`src/rtl/gate_sweep_ctrl_pkg.sv`:
```
// Shared types and constants for the gate sweep self-test sequencer.
// States, reference truth tables and settle-timer width helper.
package gate_sweep_ctrl_pkg;

  typedef enum logic [1:0] {
    S_IDLE   = 2'd0,
    S_WAIT   = 2'd1,
    S_SAMPLE = 2'd2,
    S_FIN    = 2'd3
  } state_t;

  localparam logic [3:0] TT_NAND = 4'b0111;
  localparam logic [3:0] TT_AND  = 4'b1000;
  localparam logic [3:0] TT_OR   = 4'b1110;
  localparam logic [3:0] TT_XOR  = 4'b0110;

  // Wide enough to hold SETTLE itself, never narrower than one bit.
  function automatic int tmr_w(input int settle);
    return $clog2(settle + 2);
  endfunction

endpackage

```
`src/rtl/gate_sweep_ctrl_timer.sv`:
```
// Loadable settle down-counter for the gate sweep sequencer.
// Expires while the count sits at 1; stops at 0.
module sweep_timer #(
  parameter int W = 2
) (
  input  logic         clk,
  input  logic         rst,
  input  logic         i_load,
  input  logic [W-1:0] i_value,
  output logic         o_expire
);

  logic [W-1:0] r_cnt;

  always_ff @(posedge clk) begin
    if (rst) begin
      r_cnt <= '0;
    end else if (i_load) begin
      r_cnt <= i_value;
    end else if (r_cnt != '0) begin
      r_cnt <= r_cnt - 1'b1;
    end
  end

  assign o_expire = (r_cnt == W'(1));

endmodule

```
`src/rtl/gate_sweep_ctrl.sv`:
```
// Exhaustive input sweep of one combinational gate vs. a truth table.
// Option: GATE_SWEEP_STOP_ON_FAIL_EN ends the sweep at the first mismatch.
module gate_sweep_ctrl
  import gate_sweep_ctrl_pkg::*;
#(
  parameter int                    N_IN   = 2,
  parameter int                    SETTLE = 1,
  parameter logic [(1<<N_IN)-1:0]  EXP_TT = TT_NAND
) (
  input  logic            clk,
  input  logic            rst,
  input  logic            start,
  output logic [N_IN-1:0] dut_in,
  input  logic            dut_y,
  output logic            busy,
  output logic            done,
  output logic            pass,
  output logic [N_IN:0]   err_cnt,
  output logic [N_IN-1:0] vec_idx,
  output logic [N_IN-1:0] fail_vec
);

  localparam int TW = tmr_w(SETTLE);
  localparam logic [N_IN-1:0] LAST = '1;

  state_t          r_state;
  state_t          w_nxt_state;
  logic [N_IN-1:0] r_vec;
  logic [N_IN-1:0] w_nxt_vec;
  logic [N_IN:0]   r_err;
  logic [N_IN:0]   w_nxt_err;
  logic [N_IN-1:0] r_fail;
  logic [N_IN-1:0] w_nxt_fail;
  logic            r_pass;
  logic            w_nxt_pass;
  logic            r_busy;
  logic            w_nxt_busy;
  logic            r_done;
  logic            w_nxt_done;
  logic            w_load;
  logic            w_expire;
  logic            w_mis;
  logic            w_last;

  sweep_timer #(
    .W(TW)
  ) u_timer (
    .clk      (clk),
    .rst      (rst),
    .i_load   (w_load),
    .i_value  (TW'(SETTLE)),
    .o_expire (w_expire)
  );

  assign w_mis  = (dut_y != EXP_TT[r_vec]);
  assign w_last = (r_vec == LAST);

  always_ff @(posedge clk) begin
    if (rst) begin
      r_state <= S_IDLE;
      r_vec   <= '0;
      r_err   <= '0;
      r_fail  <= '0;
      r_pass  <= 1'b0;
      r_busy  <= 1'b0;
      r_done  <= 1'b0;
    end else begin
      r_state <= w_nxt_state;
      r_vec   <= w_nxt_vec;
      r_err   <= w_nxt_err;
      r_fail  <= w_nxt_fail;
      r_pass  <= w_nxt_pass;
      r_busy  <= w_nxt_busy;
      r_done  <= w_nxt_done;
    end
  end

  always_comb begin
    w_nxt_state = r_state;
    w_nxt_vec   = r_vec;
    w_nxt_err   = r_err;
    w_nxt_fail  = r_fail;
    w_nxt_pass  = r_pass;
    w_nxt_busy  = r_busy;
    w_nxt_done  = 1'b0;
    w_load      = 1'b0;
    unique case (r_state)
      S_IDLE: begin
        if (start) begin
          w_nxt_err   = '0;
          w_nxt_fail  = '0;
          w_nxt_pass  = 1'b0;
          w_nxt_vec   = '0;
          w_nxt_busy  = 1'b1;
          w_load      = 1'b1;
          w_nxt_state = (SETTLE == 0) ? S_SAMPLE : S_WAIT;
        end
      end
      S_WAIT: begin
        if (w_expire) begin
          w_nxt_state = S_SAMPLE;
        end
      end
      S_SAMPLE: begin
        if (w_mis) begin
          w_nxt_err = r_err + 1'b1;
          if (r_err == '0) begin
            w_nxt_fail = r_vec;
          end
        end
`ifdef GATE_SWEEP_STOP_ON_FAIL_EN
        if (w_mis || w_last) begin
`else
        if (w_last) begin
`endif
          w_nxt_state = S_FIN;
        end else begin
          w_nxt_vec   = r_vec + 1'b1;
          w_load      = 1'b1;
          w_nxt_state = (SETTLE == 0) ? S_SAMPLE : S_WAIT;
        end
      end
      S_FIN: begin
        // done/pass/busy land together on the edge leaving FIN.
        w_nxt_done  = 1'b1;
        w_nxt_pass  = (r_err == '0);
        w_nxt_busy  = 1'b0;
        w_nxt_state = S_IDLE;
      end
      default: begin
        w_nxt_state = S_IDLE;
      end
    endcase
  end

  assign dut_in   = r_vec;
  assign vec_idx  = r_vec;
  assign err_cnt  = r_err;
  assign fail_vec = r_fail;
  assign pass     = r_pass;
  assign busy     = r_busy;
  assign done     = r_done;

endmodule

```
`config.mk`:
```
export PLATFORM = sky130hd
export DESIGN_NAME = gate_sweep_ctrl
export DESIGN_NICKNAME = d
export VERILOG_FILES = /design/src/rtl/gate_sweep_ctrl_pkg.sv /design/src/rtl/gate_sweep_ctrl_timer.sv /design/src/rtl/gate_sweep_ctrl.sv
export SDC_FILE = /design/constraint.sdc
export NUM_CORES = 1
export LEC_CHECK = 0
export ABC_CLOCK_PERIOD_IN_PS = 4650
export CAP_MARGIN = 25
export CORE_UTILIZATION = 52
export CTS_CLUSTER_SIZE = 14
export DETAILED_ROUTE_END_ITERATION = 8
export HOLD_SLACK_MARGIN = 0.12
export PLACE_DENSITY_LB_ADDON = 0.1
export SLEW_MARGIN = 20
export SYNTH_ARGS = -nofsm -noshare
export SYNTH_HDL_FRONTEND = slang
export SYNTH_HIERARCHICAL = 1
export SYNTH_SLANG_ARGS = --single-unit
export TNS_END_PERCENT = 30
```
`constraint.sdc`:
```
create_clock -name clk -period 4.65 [get_ports clk]
set_input_delay 0.93 -clock clk [delete_from_list [all_inputs] [get_ports clk]]
set_output_delay 0.93 -clock clk [all_outputs]
set_load 0.005 [all_outputs]
```
Word level (Yosys, flattened, before mapping)
Index checks and enable logic that the tools add are counted.

operators by class
  reduce and logical (&&, ||, !) cells = 12
  order comparisons = 1
  eq/ne operators = 11
  add/subtract/negate cells = 3
  multiplexer cells = 25

operators by type and width
  operator             count
  $mux 2               7
  $mux 1               8
  $ne 2x2->1 const B   4
  $pmux 2 s2           2
  $pmux 2 s4           1
  $reduce_bool 2->1    4
  $eq 2x2->1 const B   3
  $mux 3               2
  $pmux 1 s2           3
  $pmux 3 s2           1
  $reduce_and 3->1     2
  $eq 2x1->1 const B   2
  $reduce_and 2->1     2
  $reduce_and 4->1     1
  $add 3x1->3 const B  1
  $logic_not 3->1      1
  $lt 2x3->1 const B   1
  $add 2x1->2 const B  1
  $bmux 1 s2           1
  $logic_not 2->1      1
  $ne 2x1->1 const B   1
  $reduce_or 2->1      1
  $sub 2x1->2 const B  1
  $ne 1x1->1           1

word-level totals
  bits of input ports = 4
  word-level logic and storage cells = 61
  output and inout bits = 12
  register bits after elaboration = 14

Longest topological paths before layout
  word-level depth = 5
  mapped depth = 6
  mapped depth without buffers = 6

Hierarchy
Netlist, hierarchy kept.

modules (own cells, without submodules)
  module           area an instance (um2)  cells each  instances  seq. area each (um2)
  gate_sweep_ctrl  619.3                   77          1          240.2
  sweep_timer      131.4                   14          1          40.0

Least setup slack after synthesis
OpenSTA, ideal clock, no wires.

  kind = input port to flip-flop
  start point = input dut_y
  end point = register r_err[2], in the netlist err_cnt[2]
  slack = 2875 ps
  path buffers = 0
  library setup time = 74 ps
  data required time = 4576 ps
  data arrival time = 1700 ps
  stages = 4
  cell sequence = xnor2_2 nand2_1 or4b_1 o21ai_0

on the way
  cells in the longest elaborated chain, start to end = 3

ends and longest elaborated chain
  element                     line                   source
  from (decl)                 gate_sweep_ctrl.sv:14  input logic dut_y,
  $ne 1x1->1                  gate_sweep_ctrl.sv:55  assign w_mis = (dut_y != EXP_TT[r_vec]);
  $ne 2x2->1 (no line)        n/a
  $reduce_and 3->1 (no line)  n/a
  to (signal assigned)        gate_sweep_ctrl.sv:70  r_err <= w_nxt_err;
  to (decl)                   gate_sweep_ctrl.sv:30  logic [N_IN:0] r_err;

Every way passes these cells.
A chain may end at the register's enable or synchronous reset.

Worst setup path in the final report
  start point = register r_vec[0], in the netlist dut_in[0]
  end point = output dut_in[0]

RTL lines
  element                 line                   source
  from (decl)             gate_sweep_ctrl.sv:28  logic [N_IN-1:0] r_vec;
  from (signal assigned)  gate_sweep_ctrl.sv:69  r_vec <= w_nxt_vec;
  to (decl)               gate_sweep_ctrl.sv:13  output logic [N_IN-1:0] dut_in,

No word-level cell between the ends.

==> metrics <==
Root Driver=clkbuf_4; critical path launch point type=flip-flop; initial antenna violation count=0; Synth Cell Area=751 um^2; CTS Sinks=14; Non-Filler Instances=120; Resize count post-CTS=0; setup violation total in the final timing report=0; Fin. Hold Viols=0; filler cell count=108; P per Cell Area=303 nW/um^2; maximum VDD drop=0.217 mV; Worst path max stage delay=0.54 ns; XOR/XNOR Fraction of Synth Area=0.0333; diode count=0; CTS tree=yes; worst skew pair latency=0.27 ns; Critical Path RT=3.72 ns; fin. max-slew vios=0; Initial Util=0.570; total I/O pin count=16; Final Skew=0.00492 ns; Die Span Y=40.0 um; Final ANT Viol Nets=0; number of vias per cell=5.32; wire per inst=11.4 um; H-tree Lvls=1; Power Total=0.281 mW; total CTS buffers=3; multiplexer area fraction after synthesis=0; Synth Area in Simple Gates=0.278; Design Area, Final=927 um^2; placed insts=116; LEAKAGE=0.359 nW; port bufs=15; period utilisation layout=0.468; Hold/Removal Path Class=reg -> reg; Synth Area in Compound Gates=0.153; CTS Hold Bufs=0; synth top area cells=dfxtp_1 (37%), ha_1 (8.3%), nor2_1 (5.5%); 1st-pass router iterations=4; Yosys top cell by area=dfxtp_1; Ys Warns=6; Die Width=40.0 um; fmax=460 MHz; crit path DAT=1.25 ns; register area share after synthesis=0.373; RSZ-0062 raised after global routing=no; vias in the first global route=531; area delta synth->final=23.5%; Vias=638; fraction of layout cells with a size suffix above 1=0.0667; max-cap viol count=0; DRC Markers=0; gr usage total=0.215; register area=280 um^2; Max Root-Sink Buffers=2; global placer's final weighted congestion=0.716; delay-heaviest family, CP=buffers and inverters; CORE AREA=1320 um^2; Post-Synth Adder-Cell Area=0.0833; initial drt markers=12; largest net degree at the start of global routing=19; die area=1600 um^2; critical path, cell by cell=clkdlybuf4s50_1; worst rel slew slack=0.599; area of the multi-input gates=419 um^2; fin nets=115; pin slew with the least headroom to its limit=0.599 ns; Distinct cells, synth=30; Rows=13; Final min period=2.18 ns; Post-Syn Instances=91; first-pass GRT wire length=2200 um; Synth Register Bits=14; largest family of logic cells by synthesized area=simple AND/OR/NAND/NOR gates; WS Path Type=reg -> out; dpl cell area=891 um^2; post-synth net total=100; Worst Path Max Fanout=6; post-CTS setup buffer count=0; Clock Pin Slew Worst Setup and Hold Paths=0.08 ns; gr ovfl total=0; Setup TNS Final=0 ns; R2R Setup Slk=2.96 ns; Final HPWL DP=1030 um; area share of the largest cell type after synthesis=0.373; outcome=complete, no violations; buffers and inverters on the worst path=1; Slowest-stage cell, CP=clkdlybuf4s50_1; Synth Area per Inst=8.25 um^2; crit end category=output port; Routed Wire Length=1370 um
logic make-up (layout without fill, tap and decap cells):
logic type | count (synthesis) | count (layout)
AOI/OAI and AO/OA | 18 | 18
xor gates and xnor gates | 2 | 2
adders and majority gates | 5 | 5
buffers and inverters | 11 | 25
DFF | 14 | 14
other | 2 | 2
and+or+nand+nor | 39 | 39
synthesized netlist by cell type:
master and number:
nand2b_1 5, inv_1 6, o21bai_1 2, buf_4 2, nor4b_1 1, nand2_1 8, buf_2 2, clkbuf_1 1
nand3_1 3, nor3b_1 1, nor4_1 1, o31ai_1 1, a21oi_1 8, nand4_1 1, and2b_1 2, xnor2_2 1
conb_1 2, xor2_1 1, a211oi_1 1, nor2b_1 3, or2_1 1, o22ai_1 1, a21o_1 1, or4b_1 1
o32ai_2 1, dfxtp_1 14, o21ai_0 3, ha_1 5, and4bb_2 1, nor2_1 11
per-layer routing:
layer / up-vias / part of all wire / global-route usage
li1: 328 / - / -
met1: 291 / 0.39 / 0.203
met2: 17 / 0.55 / 0.411
met3: 2 / 0.053 / 0.100
met4: 0 / 0.0073 / 0.0517
met5: - / 0 / 0
final timing paths:
check / startpoint / to / depth (start not counted)
setup reg to reg: dut_in[0] / err_cnt[2] / 5
hold reg to reg: fail_vec[0] / fail_vec[0] / 2
setup / recovery: dut_in[0] / dut_in[0] / 1
hold / removal: fail_vec[0] / fail_vec[0] / 2
area by class of cell:
class                           instances  share of cell area
Clock buffer                            4              0.0391
Inverter                                6              0.0243
Multi-Input combinational cell         66               0.452
Sequential cell                        14               0.302
Tap cell                               15              0.0202
Timing Repair Buffer                   15               0.162
tightest hold or removal path, cell delays in order (launching register included):
cell	delay, ns
dfxtp_1	0.31
nand3_1	0.05
o21ai_0	0.07
placed cells by master (no fill, tap or decap), drive strengths merged, types with 2 or more instances in the layout:
cell type	count
clkdlybuf4s50	15
nor2	11
dfxtp	14
nand2	8
inv	6
a21oi	8
nand2b	5
conb	2
nand3	3
nor2b	3
o21bai	2
clkbuf	4
o21ai	3
ha	5
and2b	2
state kept, by name, summed over array words and instances, names as in the netlist:
register       count
done               1
fail_vec           2
pass               1
u_timer/r_cnt      2
dut_in             2
err_cnt            3
busy               1
r_state            2
power by group:
group	internal, mW	switching, mW	total, mW	leakage [nW]
Combinational	0.0305	0.0293	0.0598	0.224
Clock	0.0476	0.0363	0.0839	0.0210
Sequential	0.128	0.00887	0.137	0.114
Total	0.206	0.0745	0.281	0.359
metrics by stage:
| stage | utilization | setup WS [ns] | hold WS (ns) |
|---|---|---|---|
| finish | 0.704 | 2.47 | 0.476 |
| global route | 0.704 | 2.39 | 0.516 |
| CTS | 0.704 | 2.45 | 0.482 |
| detailed placement | 0.676 | 2.24 | 0.470 |
| global placement | 0.676 | 2.28 | 0.459 |
| floorplan | - | 2.88 | 0.466 |
Power figures use the tool's default switching activity.
